`src/rtl/subleq_pkg.sv`:
```
// Shared encodings for the SUBLEQ core and its run controller:
// core FSM states, host command ops and the run-controller FSM.
package subleq_pkg;

    localparam int STATE_W = 4;

    typedef enum logic [STATE_W-1:0] {
        FETCH_A    = 4'd0,
        FETCH_B    = 4'd1,
        FETCH_C    = 4'd2,
        ADDR_A     = 4'd3,
        READ_A     = 4'd4,
        ADDR_B     = 4'd5,
        READ_B     = 4'd6,
        SUBTRACT   = 4'd7,
        WRITE_B    = 4'd8,
        WRITE_WAIT = 4'd9,
        BRANCH_CHK = 4'd10,
        BRANCH     = 4'd11,
        UPDATE_PC  = 4'd12
    } core_state_e;

    typedef enum logic [1:0] {
        CMD_RUN        = 2'd0,
        CMD_HALT       = 2'd1,
        CMD_STEP_INSN  = 2'd2,
        CMD_STEP_CYCLE = 2'd3
    } cmd_op_e;

    typedef enum logic [2:0] {
        CTL_IDLE   = 3'd0,
        CTL_RUN    = 3'd1,
        CTL_STEP_I = 3'd2,
        CTL_STEP_C = 3'd3,
        CTL_DRAIN  = 3'd4
    } ctl_state_e;

endpackage

```
`src/rtl/subleq_run_ctrl_if.sv`:
```
// Host command handshake into the run controller; a command is taken
// on any cycle with cmd_valid && cmd_ready.
interface subleq_run_ctrl_if;
    import subleq_pkg::*;

    logic    cmd_valid;
    logic    cmd_ready;
    cmd_op_e cmd_op;

    modport master (output cmd_valid, output cmd_op, input cmd_ready);
    modport slave  (input cmd_valid, input cmd_op, output cmd_ready);
endinterface

```
`src/rtl/subleq_prescaler.sv`:
```
// Free-running 0..P-1 counter (P = max(prescale,1)); tick is combinational
// from the count, no backpressure; clr holds the count at zero.
module subleq_prescaler #(
    parameter int PRE_W = 16
) (
    input  logic             clk,
    input  logic             rst,
    input  logic             clr,
    input  logic [PRE_W-1:0] prescale,
    output logic             tick
);

    logic [PRE_W-1:0] pre_cnt_q;
    logic [PRE_W-1:0] pre_cnt_d;
    logic [PRE_W-1:0] pre_last;

    always_comb begin
        pre_last  = (prescale == '0) ? '0 : prescale - PRE_W'(1);
        // >= so a shrinking prescale wraps immediately instead of running to 2^PRE_W
        tick      = (pre_cnt_q >= pre_last);
        pre_cnt_d = pre_cnt_q + PRE_W'(1);
        if (clr || tick) begin
            pre_cnt_d = '0;
        end
    end

    always_ff @(posedge clk) begin
        if (rst) begin
            pre_cnt_q <= '0;
        end else begin
            pre_cnt_q <= pre_cnt_d;
        end
    end

endmodule

```
`src/rtl/subleq_run_ctrl.sv`:
```
// SUBLEQ execution controller: gates core clk_enable for run/halt/step, counts retires, breakpoints.
// Enable is combinational from registered state; cmd_ready low while stepping/draining; SUBLEQ_CYCLE_CNT_EN adds cycle_count.
module subleq_run_ctrl
    import subleq_pkg::*;
#(
    parameter int CNT_W = 32,
    parameter int PRE_W = 16
) (
    input  logic               clk,
    input  logic               rst,
    subleq_run_ctrl_if.slave   cmd,
    input  logic [STATE_W-1:0] core_state,
    input  logic [PRE_W-1:0]   prescale,
    input  logic               bp_en,
    input  logic [CNT_W-1:0]   bp_count,
    output logic               core_clk_enable,
    output logic               running,
    output logic               halted,
    output logic [CNT_W-1:0]   insn_count,
    output logic               bp_hit,
    output logic [CNT_W-1:0]   cycle_count
);

    ctl_state_e       state_q, state_d;
    logic [CNT_W-1:0] insn_count_q, insn_count_d, insn_next;
    logic             halted_q, halted_d;
    logic             bp_hit_q, bp_hit_d;
    logic             tick, retire, bp_fire, accept;

    subleq_prescaler #(.PRE_W(PRE_W)) u_prescaler (
        .clk      (clk),
        .rst      (rst),
        .clr      (state_q == CTL_IDLE),
        .prescale (prescale),
        .tick     (tick)
    );

    assign cmd.cmd_ready = (state_q == CTL_IDLE) || (state_q == CTL_RUN);

    always_comb begin
        core_clk_enable = tick && (state_q != CTL_IDLE);
        retire          = core_clk_enable && (core_state == UPDATE_PC);
        insn_next       = insn_count_q + CNT_W'(1);
        // Compare against the post-retire value so a match at RUN time does not fire
        bp_fire         = retire && bp_en && (insn_next == bp_count);
        accept          = cmd.cmd_valid && cmd.cmd_ready;

        state_d = state_q;
        unique case (state_q)
            CTL_IDLE: begin
                if (accept) begin
                    case (cmd.cmd_op)
                        CMD_RUN:        state_d = CTL_RUN;
                        CMD_STEP_INSN:  state_d = CTL_STEP_I;
                        CMD_STEP_CYCLE: state_d = CTL_STEP_C;
                        default:        state_d = CTL_IDLE;
                    endcase
                end
            end
            CTL_RUN: begin
                if (bp_fire) begin
                    state_d = CTL_IDLE;
                end else if (accept && (cmd.cmd_op == CMD_HALT)) begin
                    state_d = CTL_DRAIN;
                end
            end
            CTL_STEP_I, CTL_DRAIN: begin
                if (retire) begin
                    state_d = CTL_IDLE;
                end
            end
            CTL_STEP_C: begin
                if (core_clk_enable) begin
                    state_d = CTL_IDLE;
                end
            end
            default: state_d = CTL_IDLE;
        endcase

        insn_count_d = retire ? insn_next : insn_count_q;
        bp_hit_d     = bp_fire;
        halted_d     = (state_d == CTL_IDLE);
    end

    always_ff @(posedge clk) begin
        if (rst) begin
            state_q      <= CTL_IDLE;
            insn_count_q <= '0;
            halted_q     <= 1'b1;
            bp_hit_q     <= 1'b0;
        end else begin
            state_q      <= state_d;
            insn_count_q <= insn_count_d;
            halted_q     <= halted_d;
            bp_hit_q     <= bp_hit_d;
        end
    end

    assign halted     = halted_q;
    assign running    = !halted_q;
    assign insn_count = insn_count_q;
    assign bp_hit     = bp_hit_q;

`ifdef SUBLEQ_CYCLE_CNT_EN
    logic [CNT_W-1:0] cycle_count_q, cycle_count_d;

    always_comb begin
        cycle_count_d = core_clk_enable ? cycle_count_q + CNT_W'(1) : cycle_count_q;
    end

    always_ff @(posedge clk) begin
        if (rst) begin
            cycle_count_q <= '0;
        end else begin
            cycle_count_q <= cycle_count_d;
        end
    end

    assign cycle_count = cycle_count_q;
`else
    assign cycle_count = '0;
`endif

endmodule

```
`src/flat_wrapper.sv`:
```
// flat-port wrapper written by rule: the top's interface ports become plain ports
module subleq_run_ctrl_flat import subleq_pkg::*;
#(
    parameter int CNT_W = 32,
    parameter int PRE_W = 16
)
  (clk, rst, core_state, prescale, bp_en, bp_count, core_clk_enable, running, halted, insn_count, bp_hit, cycle_count, cmd_cmd_valid, cmd_cmd_op, cmd_cmd_ready);
  subleq_run_ctrl_if cmd_i ();
  input  logic clk;
  input  logic rst;
  input  logic [STATE_W-1:0] core_state;
  input  logic [PRE_W-1:0] prescale;
  input  logic bp_en;
  input  logic [CNT_W-1:0] bp_count;
  output logic core_clk_enable;
  output logic running;
  output logic halted;
  output logic [CNT_W-1:0] insn_count;
  output logic bp_hit;
  output logic [CNT_W-1:0] cycle_count;
  input wire logic [$bits(cmd_i.cmd_valid)-1:0] cmd_cmd_valid;
  input wire logic [$bits(cmd_i.cmd_op)-1:0] cmd_cmd_op;
  output wire logic [$bits(cmd_i.cmd_ready)-1:0] cmd_cmd_ready;
  assign cmd_i.cmd_valid = cmd_cmd_valid;
  assign cmd_i.cmd_op = cmd_cmd_op;
  assign cmd_cmd_ready = cmd_i.cmd_ready;
  subleq_run_ctrl #(.CNT_W(CNT_W), .PRE_W(PRE_W)) u_core (.clk(clk), .rst(rst), .cmd(cmd_i), .core_state(core_state), .prescale(prescale), .bp_en(bp_en), .bp_count(bp_count), .core_clk_enable(core_clk_enable), .running(running), .halted(halted), .insn_count(insn_count), .bp_hit(bp_hit), .cycle_count(cycle_count));
endmodule
```
`config.mk`:
```
export PLATFORM = sky130hd
export DESIGN_NAME = subleq_run_ctrl_flat
export DESIGN_NICKNAME = d
export VERILOG_FILES = /design/src/rtl/subleq_pkg.sv /design/src/rtl/subleq_run_ctrl_if.sv /design/src/rtl/subleq_prescaler.sv /design/src/rtl/subleq_run_ctrl.sv /design/src/flat_wrapper.sv
export SDC_FILE = /design/constraint.sdc
export NUM_CORES = 1
export LEC_CHECK = 0
export CAP_MARGIN = 10
export CORE_AREA = 2 2 95 97
export CTS_CLUSTER_DIAMETER = 60
export DETAILED_ROUTE_END_ITERATION = 10
export DIE_AREA = 0 0 97 99
export HOLD_SLACK_MARGIN = 0.12
export PLACE_DENSITY = 0.87
export SLEW_MARGIN = 0
export SYNTH_ARGS = -nofsm -noshare
export SYNTH_HDL_FRONTEND = slang
export SYNTH_SLANG_ARGS = --single-unit
```
`constraint.sdc`:
```
create_clock -name clk -period 17 [get_ports clk]
set_clock_uncertainty 0.05 [all_clocks]
set_input_delay 5.1 -clock clk [delete_from_list [all_inputs] [get_ports clk]]
set_output_delay 5.1 -clock clk [all_outputs]
set_load 0.005 [all_outputs]
```
==> impl_summary.txt, run 1 <==
----------------------------------------------------
[Placed design]
  Worst Setup Slack post-DPL ... 3.23 ns
  Half-perimeter wire length after placement ... 8.83 mm
  Gpl congestion ... 0.916
  Number of buffers inserted by port buffering ... 94
  Cell area reported after detailed placement ... 5300 sq um

[Clocking]
  Clock Sink Count ... 53
  Clock transition time at the flip-flop clock pins of the worst setup and hold paths ... 0.09 ns
  CTS tree ... built
  Number of hold buffers added after CTS ... 0
  Clk_lat worst skew ... 0.30 ns
  Post-CTS setup buffer count ... 0
  Root buf cell ... sky130_fd_sc_hd__clkbuf_8
  Gates resized, CTS repair ... 0
  Clock buffer depth ... 2
  CTS HTree Levels ... 2
  Inserted Clock Buffers ... 5

[Timing]
  Min cycle time layout ... 13.84 ns
  Setup TNS Final ... 0 ns
  Highest clock frequency the design can meet ... 72.3 MHz
  Final Hold Viols ... 0
  Setup repair after global routing missed its margin ... false
  WHS ... 0.442 ns
  Tightest slew margin relative to the limit ... 0.367
  Final setup fails ... 0
  Number of max-slew violations in the final report ... 0
  Final worst-path setup slack ... 3.16 ns
  Worst-Margin Slew ... 0.949 ns
  Post-route fraction of the period consumed by the critical path ... 0.814

[Run status]
  Result of the run ... complete, no violations

[Floorplanning]
  Die Area ... 9600 sq um
  Starting utilization of the core area ... 0.523
  Floorplan Core Area ... 8550 sq um
  Standard-cell row count ... 34
  Die H ... 99 um
  Die boundary width ... 97 um
  Number of ports placed on the die boundary ... 127

[Worst hold path]
  Type of the worst min-delay path ... flip-flop to flip-flop
  Worst hold path stage count ... 1

[Logic synthesis]
  Post-synthesis sequential area ratio ... 0.237
  Synth Area per Inst ... 7.64 sq um
  Yosys warnings ... 0
  Area of the mapped netlist ... 4480 sq um
  Post-synth EDFFs ... 0
  Synthesis-stage register bit count ... 53
  Netlist cell types ... 60
  Async set-or-reset flop fraction in the synthesized netlist ... 0
  Post-synthesis instance total ... 586
  Ys flop type ... sky130_fd_sc_hd__dfxtp_1

[Routing]
  Count of TritonRoute iterations in the first routing pass ... 4
  WL final ... 11.4 mm
  First DRT Iteration DRCs ... 168
  Via-per-instance ratio ... 5.62
  Wire length per cell ... 14.8 um
  Remaining antenna violation count ... 0
  Number of remaining DRC errors ... 0
  Via total after detailed routing ... 4314

[Cells and area]
  Share of cells above drive strength 1 ... 0.0379
  Antenna cells ... 0
  Number of nets in the layout ... 740
  Highest-count cells in the layout ignoring fill and taps ... 94 x sky130_fd_sc_hd__clkdlybuf4s50_1, 58 x sky130_fd_sc_hd__nand2_1, 58 x sky130_fd_sc_hd__xnor2_1, 56 x sky130_fd_sc_hd__nor2_1, 53 x sky130_fd_sc_hd__dfxtp_1
  Signed area change from the synthesized netlist to the final layout ... 20.3%
  Post-layout instance area ... 5390 sq um
  Most common library cell in the layout ignoring fill and taps ... sky130_fd_sc_hd__clkdlybuf4s50_1

[Worst setup path]
  Arrival time at the worst endpoint ... 8.69 ns
  Endpoint of the most critical register-to-register path ... u_core.halted$_SDFF_PP1_
  Endpoint kind of the worst setup timing path ... output pin
  Critical path peak fanout ... 6
  Setup slack on the worst flop-to-flop path ... 13.15 ns
  Depth of the most critical reg-to-reg path ... 9
  Worst Path Required ... 11.85 ns
  Type of element launching the critical path ... primary input
  Reg2reg start ... u_core.insn_count[0]$_SDFFE_PP0P_
  Termination of the worst setup path ... core_clk_enable
  Worst setup path start ... prescale[3]
  Worst Setup Path Type ... primary input to output pin

[Power and ir drop]
  Maximum VDD drop ... 0.0258 mV
  Power Density ... 45.3 nW/um^2
  Total power draw ... 0.000244 W
  Leakage ... 1.95 nW

[Job]
  Max-cap violations ... 0

[Global routing]
  Number of global-route vias before repair ... 4183
  Wire length of the first global-routing pass ... 19.2 mm
  Gr usage total ... 0.233
  Pin count of the biggest net entering global routing ... 48
  GRT overflow ... 0
  Antenna violations before repair ... 0

----------------------------------------------------
[cell families (layout without fill, tap and decap cells)]
kind of cell | Yosys count | in the layout | share of synthesized area
AND/OR/NAND/NOR | 268 | 268 | 0.315
XOR/XNOR | 87 | 87 | 0.170
AO/OA/AOI/OAI | 74 | 74 | 0.101
buffers and inverters | 73 | 116 | 0.0953
flip-flops | 53 | 53 | 0.237
adder cells (fa/ha/maj) | 23 | 23 | 0.0643
multiplexers | 7 | 7 | 0.0159
other | 1 | 32 | 0.000838
[synth_stat cells (2+ instances only)]
| master | n | area [sq um] |
|---|---|---|
| sky130_fd_sc_hd__buf_4 | 35 | 263 |
| sky130_fd_sc_hd__nor2b_1 | 7 | 43.8 |
| sky130_fd_sc_hd__or3b_2 | 3 | 26.3 |
| sky130_fd_sc_hd__nand2_1 | 58 | 218 |
| sky130_fd_sc_hd__and2_1 | 3 | 18.8 |
| sky130_fd_sc_hd__nor4_1 | 17 | 106 |
| sky130_fd_sc_hd__o21a_1 | 2 | 15.0 |
| sky130_fd_sc_hd__o22ai_1 | 2 | 12.5 |
| sky130_fd_sc_hd__o311a_1 | 2 | 20.0 |
| sky130_fd_sc_hd__xor2_1 | 29 | 254 |
| sky130_fd_sc_hd__and4_2 | 2 | 20.0 |
| sky130_fd_sc_hd__ha_1 | 23 | 288 |
| sky130_fd_sc_hd__nor2_1 | 56 | 210 |
| sky130_fd_sc_hd__clkbuf_1 | 12 | 45.0 |
| sky130_fd_sc_hd__or3_1 | 16 | 100 |
| sky130_fd_sc_hd__inv_1 | 13 | 48.8 |
| sky130_fd_sc_hd__o211ai_1 | 2 | 15.0 |
| sky130_fd_sc_hd__dfxtp_1 | 53 | 1060 |
| sky130_fd_sc_hd__nand2b_1 | 7 | 43.8 |
| sky130_fd_sc_hd__nand3b_1 | 3 | 22.5 |
| sky130_fd_sc_hd__nand4_1 | 15 | 93.8 |
| sky130_fd_sc_hd__and3_1 | 8 | 50.1 |
| sky130_fd_sc_hd__or2_2 | 3 | 18.8 |
| sky130_fd_sc_hd__o31ai_1 | 3 | 22.5 |
| sky130_fd_sc_hd__mux2i_1 | 6 | 60.1 |
| sky130_fd_sc_hd__or4_1 | 2 | 15.0 |
| sky130_fd_sc_hd__nand3_1 | 25 | 125 |
| sky130_fd_sc_hd__clkbuf_2 | 2 | 10.0 |
| sky130_fd_sc_hd__nor3_1 | 26 | 130 |
| sky130_fd_sc_hd__o21ai_0 | 18 | 90.1 |
| sky130_fd_sc_hd__a31oi_1 | 7 | 43.8 |
| sky130_fd_sc_hd__nand4_2 | 2 | 25.0 |
| sky130_fd_sc_hd__and4_1 | 4 | 35.0 |
| sky130_fd_sc_hd__o311ai_0 | 2 | 17.5 |
| sky130_fd_sc_hd__a21oi_1 | 27 | 135 |
| sky130_fd_sc_hd__xnor2_1 | 58 | 508 |
| sky130_fd_sc_hd__a211o_1 | 2 | 17.5 |
| sky130_fd_sc_hd__buf_2 | 9 | 45.0 |
[worst min-delay path by stage]
stage          slack [ns]                                  startpoint                                         end
2_1_floorplan        0.39  u_core.u_prescaler.pre_cnt_q[0]$_SDFF_PP0_  u_core.u_prescaler.pre_cnt_q[0]$_SDFF_PP0_
3_3_place_gp         0.41  u_core.u_prescaler.pre_cnt_q[0]$_SDFF_PP0_  u_core.u_prescaler.pre_cnt_q[0]$_SDFF_PP0_
3_5_place_dp         0.42  u_core.u_prescaler.pre_cnt_q[0]$_SDFF_PP0_  u_core.u_prescaler.pre_cnt_q[0]$_SDFF_PP0_
4_1_cts              0.44  u_core.u_prescaler.pre_cnt_q[0]$_SDFF_PP0_  u_core.u_prescaler.pre_cnt_q[0]$_SDFF_PP0_
5_1_grt              0.48  u_core.u_prescaler.pre_cnt_q[0]$_SDFF_PP0_  u_core.u_prescaler.pre_cnt_q[0]$_SDFF_PP0_
6_report             0.44  u_core.u_prescaler.pre_cnt_q[0]$_SDFF_PP0_  u_core.u_prescaler.pre_cnt_q[0]$_SDFF_PP0_
[critical path: stages]
cell                              delay [ns]
sky130_fd_sc_hd__clkdlybuf4s50_1        0.45
sky130_fd_sc_hd__nor4_1                 0.33
sky130_fd_sc_hd__nor2b_1                0.34
sky130_fd_sc_hd__nand3_1                0.17
sky130_fd_sc_hd__nor4_1                 0.26
sky130_fd_sc_hd__xor2_1                 0.18
sky130_fd_sc_hd__nand2_1                0.07
sky130_fd_sc_hd__ha_1                   0.31
sky130_fd_sc_hd__a211o_1                0.26
sky130_fd_sc_hd__a21oi_1                0.16
sky130_fd_sc_hd__o211ai_1               0.13
sky130_fd_sc_hd__a21oi_1                0.36
sky130_fd_sc_hd__nor2_1                 0.10
sky130_fd_sc_hd__clkdlybuf4s50_1        0.46
[state kept, by name, indices dropped and copies added, names as in the netlist]
| name | flops |
|---|---|
| u_core.bp_hit | 1 |
| u_core.halted | 1 |
| u_core.insn_count | 32 |
| u_core.state_q | 3 |
| u_core.u_prescaler.pre_cnt_q | 16 |
[report_power, final]
| group | switching (W) | internal [W] |
|---|---|---|
| registers | 0.00000159 | 0.000125 |
| logic | 0.0000218 | 0.0000246 |
| clock network | 0.0000413 | 0.0000291 |
| total | 0.0000648 | 0.000179 |
[layout make-up]
cell class | instances | area [sq um]
fill | 745 | 3170
multi-input combinational | 491 | 3100
sequential | 53 | 1060
timing repair buffer | 95 | 948
tap | 108 | 135
clock buffer | 6 | 72.6
inverter | 13 | 48.8
clock inverter | 2 | 15.0
[stage by stage]
| stage | instances | utilization |
|---|---|---|
| after global routing | 768 | 0.630 |
| after floorplan | 617 | - |
| final | 768 | 0.630 |
| after global placement | 760 | 0.620 |
| after detailed placement | 760 | 0.620 |
| after CTS | 768 | 0.630 |
[routing by layer]
layer,track usage,vias up,share of wire
li1,-,2137,-
met1,0.282,2034,0.43
met5,0,-,0
met3,0.0355,17,0.051
met4,0.0498,0,0.014
met2,0.435,126,0.51
No activity file was read; power rests on OpenSTA's default activity.
==> run 2: changes to the inputs <==
--- a/config.mk
+++ b/config.mk
@@ -6,12 +6,12 @@
 export NUM_CORES = 1
 export LEC_CHECK = 0
 export CAP_MARGIN = 10
-export CORE_AREA = 2 2 95 97
+export CORE_AREA = 2 2 104 106
 export CTS_CLUSTER_DIAMETER = 60
 export DETAILED_ROUTE_END_ITERATION = 10
-export DIE_AREA = 0 0 97 99
+export DIE_AREA = 0 0 106 108
 export HOLD_SLACK_MARGIN = 0.12
-export PLACE_DENSITY = 0.87
+export PLACE_DENSITY = 0.77
 export SLEW_MARGIN = 0
 export SYNTH_ARGS = -nofsm -noshare
 export SYNTH_HDL_FRONTEND = slang
==> constraint.sdc (replaced) <==
create_clock -name clk -period 11.6 [get_ports clk]
set_clock_uncertainty 0.05 [all_clocks]
set_input_delay 3.48 -clock clk [delete_from_list [all_inputs] [get_ports clk]]
set_output_delay 3.48 -clock clk [all_outputs]
set_load 0.005 [all_outputs]
==> impl_summary.txt, run 2 (same netlist as run 1, synthesis figures left out) <==
----------------------------------------------------
[Clocking]
  Inserted Clock Buffers ... 5 (unchanged)
  Post-CTS setup buffer count ... 0 (unchanged)
  CTS tree ... built (unchanged)
  CTS HTree Levels ... 2 (unchanged)
  Clock buffer depth ... 2 (unchanged)
  Root buf cell ... sky130_fd_sc_hd__clkbuf_8 (unchanged)
  Clk_lat worst skew ... 0.31 ns (was 0.30 ns)
  Clock Sink Count ... 53 (unchanged)
  Gates resized, CTS repair ... 0 (unchanged)
  Number of hold buffers added after CTS ... 0 (unchanged)
  Clock transition time at the flip-flop clock pins of the worst setup and hold paths ... 0.09 ns (about the same)

[Placed design]
  Half-perimeter wire length after placement ... 8.88 mm (was 8.83 mm)
  Gpl congestion ... 0.918 (was 0.916)
  Number of buffers inserted by port buffering ... 94 (unchanged)
  Worst Setup Slack post-DPL ... 1.00 ns (was 3.23 ns)
  Cell area reported after detailed placement ... 5330 sq um (was 5300 sq um)

[Power and ir drop]
  Switching power share of the total ... 0.246 (was 0.266)
  Net Sw Power ... 0.0000945 W (was 0.0000648 W)
  Share of power burned in registers ... 0.484 (was 0.521)
  Power Density ... 70.6 nW/um^2 (was 45.3 nW/um^2)
  Part of the power in combinational logic ... 0.176 (was 0.191)
  Leakage ... 1.97 nW (was 1.95 nW)
  Part of the power in the clock network ... 0.340 (was 0.289)
  Internal Dissipation ... 0.000290 W (was 0.000179 W)
  Maximum VDD drop ... 0.0422 mV (was 0.0258 mV)

[Global routing]
  Pin count of the biggest net entering global routing ... 48 (unchanged)
  Layer with the highest usage ... met2 (unchanged)
  Antenna violations before repair ... 0 (unchanged)
  GR Layer Usage met2 ... 0.361 (was 0.435)
  Met1 routing resource usage after global routing ... 0.242 (was 0.282)
  Met3 demand-to-capacity share in global routing ... 0.0350 (was 0.0355)
  Gr usage total ... 0.201 (was 0.233)
  GRT overflow ... 0 (unchanged)
  Number of global-route vias before repair ... 4175 (was 4183)
  Wire length of the first global-routing pass ... 19.1 mm (was 19.2 mm)

[Cells and area]
  Post-layout instance area ... 5450 sq um (was 5390 sq um)
  Number of nets in the layout ... 740 (unchanged)
  Antenna cells ... 0 (unchanged)
  Highest-count cells in the layout ignoring fill and taps ... 94 x sky130_fd_sc_hd__clkdlybuf4s50_1, 58 x sky130_fd_sc_hd__nand2_1, 58 x sky130_fd_sc_hd__xnor2_1, 56 x sky130_fd_sc_hd__nor2_1, 53 x sky130_fd_sc_hd__dfxtp_1 (unchanged)
  Layout Utilization ... 0.533 (was 0.630)
  Filler instances ... 961 (was 745)
  Share of cells above drive strength 1 ... 0.0379 (unchanged)
  Signed area change from the synthesized netlist to the final layout ... 21.8% (was 20.3%)
  Most common library cell in the layout ignoring fill and taps ... sky130_fd_sc_hd__clkdlybuf4s50_1 (unchanged)
  Max FFs per register ... 32 (unchanged)

[Worst setup path]
  Worst Path Required ... 8.07 ns (was 11.85 ns)
  Top Family by Delay on Critical Path ... simple AND/OR/NAND/NOR gates (unchanged)
  Worst path buffer plus inverter count ... 2 (unchanged)
  Max incr delay on CP ... 0.51 ns (was 0.46 ns)
  Type of element launching the critical path ... primary input (unchanged)
  Critical path peak fanout ... 6 (unchanged)
  Arrival time at the worst endpoint ... 7.08 ns (was 8.69 ns)
  Chain of cells forming the critical path ... clkdlybuf4s50_1 -> nor4_1 -> nor2b_1 -> nand3_1 -> nor4_1 -> xor2_1 -> nand2_1 -> ha_1 -> nand4_1 -> or3_1 -> o211ai_1 -> a21oi_1 -> nor2_1 -> clkdlybuf4s50_1 (was clkdlybuf4s50_1 -> nor4_1 -> nor2b_1 -> nand3_1 -> nor4_1 -> xor2_1 -> nand2_1 -> ha_1 -> a211o_1 -> a21oi_1 -> o211ai_1 -> a21oi_1 -> nor2_1 -> clkdlybuf4s50_1)
  Endpoint kind of the worst setup timing path ... output pin (unchanged)
  Cell at the slowest stage of the critical path ... sky130_fd_sc_hd__clkdlybuf4s50_1 (unchanged)
  Worst Setup Path Type ... primary input to output pin (unchanged)

[Timing]
  Number of max-slew violations in the final report ... 0 (unchanged)
  Setup TNS Final ... 0 ns (unchanged)
  Final worst-path setup slack ... 0.989 ns (was 3.16 ns)
  Final Hold Viols ... 0 (unchanged)
  Min cycle time layout ... 10.61 ns
  Setup repair after global routing missed its margin ... false (unchanged)
  Worst-Margin Slew ... 0.923 ns (was 0.949 ns)
  Post-route fraction of the period consumed by the critical path ... 0.915
  Highest clock frequency the design can meet ... 94.2 MHz
  Tightest slew margin relative to the limit ... 0.385 (was 0.367)
  Final setup fails ... 0 (unchanged)

[Floorplanning]
  Die boundary width ... 106 um (was 97 um)
  Number of ports placed on the die boundary ... 127 (unchanged)
  Die Area ... 11400 sq um (was 9600 sq um)
  Standard-cell row count ... 37 (was 34)
  Starting utilization of the core area ... 0.437 (was 0.523)
  Floorplan Core Area ... 10200 sq um (was 8550 sq um)
  Die H ... 108 um (was 99 um)

[Routing]
  Remaining antenna violation count ... 0 (unchanged)
  Number of remaining DRC errors ... 0 (unchanged)
  Via-per-instance ratio ... 5.41 (was 5.62)
  First DRT Iteration DRCs ... 206 (was 168)
  Count of TritonRoute iterations in the first routing pass ... 5 (was 4)
  WL final ... 11.5 mm (was 11.4 mm)
  Via total after detailed routing ... 4303 (was 4314)
  Wire length per cell ... 14.5 um (was 14.8 um)

[Job]
  Max-cap violations ... 0 (unchanged)

[Worst hold path]
  Type of the worst min-delay path ... flip-flop to flip-flop (unchanged)

[Run status]
  Result of the run ... complete, no violations (unchanged)

----------------------------------------------------
run 2: metrics by stage:
| stage | std cells | hold slack [ns] | power [W] |
|---|---|---|---|
| after CTS | 796 | 0.447 | 0.000388 |
| after global placement | 788 | 0.416 | 0.000256 |
| after floorplan | 617 | 0.391 | 0.000232 |
| after detailed placement | 788 | 0.424 | 0.000257 |
| final | 796 | 0.440 | 0.000385 |
| after global routing | 796 | 0.483 | 0.000402 |
run 2: area by class of cell:
class / count / area [sq um] / area share
Clock inverter: 1 / 30.0 / 0.00551
Tap cell: 136 / 170 / 0.0312
Sequential cell: 53 / 1060 / 0.195
Multi-Input combinational cell: 491 / 3100 / 0.570
Inverter: 13 / 48.8 / 0.00896
Timing Repair Buffer: 95 / 948 / 0.174
Clock buffer: 7 / 86.3 / 0.0158
run 2: path summary, 6_finish.rpt:
path | endpoint | slack (ns) | start | depth (start not counted)
min reg2reg | u_core.u_prescaler.pre_cnt_q[0]$_SDFF_PP0_ | 0.44 | u_core.u_prescaler.pre_cnt_q[0]$_SDFF_PP0_ | 1
max | core_clk_enable | 0.99 | prescale[3] | 14
max reg2reg | u_core.halted$_SDFF_PP1_ | 7.68 | u_core.insn_count[0]$_SDFFE_PP0P_ | 9
min | u_core.u_prescaler.pre_cnt_q[0]$_SDFF_PP0_ | 0.44 | u_core.u_prescaler.pre_cnt_q[0]$_SDFF_PP0_ | 1
run 2: per-layer routing:
| metal | wire, um | part of all wire |
|---|---|---|
| met1 | 4990 | 0.43 |
| met5 | 0 | 0 |
| met2 | 5630 | 0.49 |
| met4 | 262 | 0.023 |
| met3 | 623 | 0.054 |
run 2: worst reg2reg max path: stages (launching register included):
cell and delay, ns:
sky130_fd_sc_hd__dfxtp_1 0.52, sky130_fd_sc_hd__ha_1 0.37, sky130_fd_sc_hd__nand3_1 0.40, sky130_fd_sc_hd__or4_1 0.67
sky130_fd_sc_hd__nor4_1 0.52, sky130_fd_sc_hd__mux2i_1 0.26, sky130_fd_sc_hd__a21oi_1 0.08, sky130_fd_sc_hd__or3b_2 0.50
sky130_fd_sc_hd__nor4_1 0.32, sky130_fd_sc_hd__a311o_1 0.18
run 2: power groups by stage:
stage	Combinational (W)	Clock [W]	Sequential [W]
4_1_cts	0.0000674	0.000134	0.000186
3_5_place_dp	0.0000669	0	0.000190
6_report	0.0000679	0.000131	0.000186
3_3_place_gp	0.0000656	0	0.000190
2_1_floorplan	0.0000426	0	0.000189
5_1_grt	0.0000745	0.000141	0.000187
==> run 3: changes to the inputs <==
==> constraint.sdc (replaced) <==
create_clock -name clk -period 11.6 [get_ports clk]
set_clock_uncertainty 0.05 [all_clocks]
set_input_delay 1.16 -clock clk [delete_from_list [all_inputs] [get_ports clk]]
set_output_delay 1.16 -clock clk [all_outputs]
set_load 0.005 [all_outputs]
==> impl_summary.txt, run 3 (same netlist as run 1, synthesis figures left out) <==
----------------------------------------------------
[Job]
  Max-cap violations ... 0 (unchanged)

[Routing]
  Count of TritonRoute iterations in the first routing pass ... 4 (was 5)
  WL final ... 11.4 mm (was 11.5 mm)
  Remaining antenna violation count ... 0 (unchanged)
  Via total after detailed routing ... 4291 (was 4303)
  First DRT Iteration DRCs ... 161 (was 206)
  Number of remaining DRC errors ... 0 (unchanged)
  Via-per-instance ratio ... 5.40 (was 5.41)
  Wire length per cell ... 14.3 um (was 14.5 um)

[Timing]
  Number of max-slew violations in the final report ... 0 (unchanged)
  Min cycle time layout ... 5.94 ns (was 10.61 ns)
  Final setup fails ... 0 (unchanged)
  Final Hold Viols ... 0 (unchanged)
  Tightest slew margin relative to the limit ... 0.419 (was 0.385)
  Highest clock frequency the design can meet ... 168 MHz (was 94.2 MHz)
  Setup TNS Final ... 0 ns (unchanged)
  Worst-Margin Slew ... 0.871 ns (was 0.923 ns)
  Post-route fraction of the period consumed by the critical path ... 0.512 (was 0.915)
  Setup repair after global routing missed its margin ... false (unchanged)

[Floorplanning]
  Floorplan Core Area ... 10200 sq um (unchanged)
  Standard-cell row count ... 37 (unchanged)
  Die H ... 108 um (unchanged)
  Die Area ... 11400 sq um (unchanged)
  Die boundary width ... 106 um (unchanged)
  Starting utilization of the core area ... 0.437 (unchanged)
  Number of ports placed on the die boundary ... 127 (unchanged)

[Global routing]
  Gr usage total ... 0.198 (was 0.201)
  Layer with the highest usage ... met2 (unchanged)
  GRT overflow ... 0 (unchanged)
  GR Layer Usage met2 ... 0.347 (was 0.361)
  Met1 routing resource usage after global routing ... 0.246 (was 0.242)
  Wire length of the first global-routing pass ... 18.9 mm (was 19.1 mm)
  Number of global-route vias before repair ... 4125 (was 4175)
  Pin count of the biggest net entering global routing ... 48 (unchanged)
  Met3 demand-to-capacity share in global routing ... 0.0325 (was 0.0350)
  Antenna violations before repair ... 0 (unchanged)

[Clocking]
  CTS tree ... built (unchanged)
  Clock Sink Count ... 53 (unchanged)
  Inserted Clock Buffers ... 5 (unchanged)
  Number of hold buffers added after CTS ... 0 (unchanged)
  Root buf cell ... sky130_fd_sc_hd__clkbuf_8 (unchanged)
  Clock transition time at the flip-flop clock pins of the worst setup and hold paths ... 0.09 ns (about the same)
  Clk_lat worst skew ... 0.31 ns (about the same)
  CTS HTree Levels ... 2 (unchanged)
  Post-CTS setup buffer count ... 0 (unchanged)
  Gates resized, CTS repair ... 0 (unchanged)
  Clock buffer depth ... 2 (unchanged)

[Power and ir drop]
  Leakage ... 1.96 nW (was 1.97 nW)
  Net Sw Power ... 0.0000932 W (was 0.0000945 W)
  Part of the power in the clock network ... 0.293 (was 0.340)
  Share of power burned in registers ... 0.517 (was 0.484)
  Part of the power in combinational logic ... 0.190 (was 0.176)
  Power Density ... 66.5 nW/um^2 (was 70.6 nW/um^2)
  Internal Dissipation ... 0.000267 W (was 0.000290 W)
  Switching power share of the total ... 0.259 (was 0.246)
  Total power draw ... 0.000361 W (was 0.000385 W)
  Maximum VDD drop ... 0.0511 mV (was 0.0422 mV)

[Cells and area]
  Share of cells above drive strength 1 ... 0.0364 (was 0.0379)
  Filler instances ... 957 (was 961)
  Highest-count cells in the layout ignoring fill and taps ... 94 x sky130_fd_sc_hd__clkdlybuf4s50_1, 58 x sky130_fd_sc_hd__nand2_1, 58 x sky130_fd_sc_hd__xnor2_1, 56 x sky130_fd_sc_hd__nor2_1, 53 x sky130_fd_sc_hd__dfxtp_1 (unchanged)
  Max FFs per register ... 32 (unchanged)
  Number of nets in the layout ... 740 (unchanged)
  Antenna cells ... 0 (unchanged)
  Signed area change from the synthesized netlist to the final layout ... 21.1% (was 21.8%)
  Most common library cell in the layout ignoring fill and taps ... sky130_fd_sc_hd__clkdlybuf4s50_1 (unchanged)
  Layout Utilization ... 0.530 (was 0.533)

[Placed design]
  Half-perimeter wire length after placement ... 8.80 mm (was 8.88 mm)
  Gpl congestion ... 0.908 (was 0.918)
  Number of buffers inserted by port buffering ... 94 (unchanged)

[Worst setup path]
  Worst Path Required ... 10.39 ns (was 8.07 ns)
  Type of element launching the critical path ... primary input (unchanged)
  Worst Setup Path Type ... primary input to output pin (unchanged)
  Endpoint kind of the worst setup timing path ... output pin (unchanged)
  Arrival time at the worst endpoint ... 4.73 ns (was 7.08 ns)
  Critical path peak fanout ... 16 (was 6)

[Run status]
  Result of the run ... complete, no violations (unchanged)

[Worst hold path]
  Type of the worst min-delay path ... flip-flop to flip-flop (unchanged)

----------------------------------------------------
-- run 3: final timing paths --
kind / from / to / slack (ns) / cells after the start
setup reg to reg: u_core.insn_count[0]$_SDFFE_PP0P_ / u_core.state_q[0]$_SDFF_PP0_ / 7.90 / 9
setup / recovery: prescale[3] / core_clk_enable / 5.66 / 12
hold reg to reg: u_core.u_prescaler.pre_cnt_q[0]$_SDFF_PP0_ / u_core.u_prescaler.pre_cnt_q[0]$_SDFF_PP0_ / 0.44 / 1
hold / removal: u_core.u_prescaler.pre_cnt_q[0]$_SDFF_PP0_ / u_core.u_prescaler.pre_cnt_q[0]$_SDFF_PP0_ / 0.44 / 1
-- run 3: through the flow --
stage	hold WS (ns)	setup WS, ns	instances	cell area (sq um)
global placement	0.416	5.64	788	5330
detailed placement	0.433	5.56	788	5330
global route	0.508	5.28	795	5420
finish	0.444	5.66	795	5420
floorplan	0.391	6.79	617	4590
CTS	0.454	5.62	795	5420
-- run 3: cell type report --
type                    instances  area [sq um]  share of cell area
clock buffers                   7          86.3              0.0159
inverters                      13          48.8             0.00900
multi-input cells             491          3100               0.573
flip-flops and latches         53          1060               0.196
well taps                     136           170              0.0314
repair buffers                 95           948               0.175
-- run 3: metal layers --
layer / part of all wire / vias up
met5: 0 / -
met3: 0.051 / 21
met1: 0.44 / 1991
met2: 0.48 / 141
li1: - / 2138
met4: 0.021 / 0
-- run 3: worst max-delay path: stages --
cell	delay, ns
sky130_fd_sc_hd__clkdlybuf4s50_1	0.46
sky130_fd_sc_hd__nor4_1	0.35
sky130_fd_sc_hd__nor2b_1	0.32
sky130_fd_sc_hd__nand4_1	0.52
sky130_fd_sc_hd__and2_1	0.37
sky130_fd_sc_hd__ha_1	0.27
sky130_fd_sc_hd__nand2b_1	0.14
sky130_fd_sc_hd__a21oi_1	0.13
sky130_fd_sc_hd__o21ai_0	0.09
sky130_fd_sc_hd__a21oi_1	0.35
sky130_fd_sc_hd__nor2_1	0.10
sky130_fd_sc_hd__clkdlybuf4s50_1	0.46
-- run 3: power by group through the flow --
stage	Sequential, W	Combinational (W)	Clock (W)
4_1_cts	0.000186	0.0000681	0.000107
6_report	0.000186	0.0000686	0.000106
3_3_place_gp	0.000190	0.0000659	0
2_1_floorplan	0.000189	0.0000426	0
3_5_place_dp	0.000190	0.0000676	0
5_1_grt	0.000187	0.0000756	0.000114
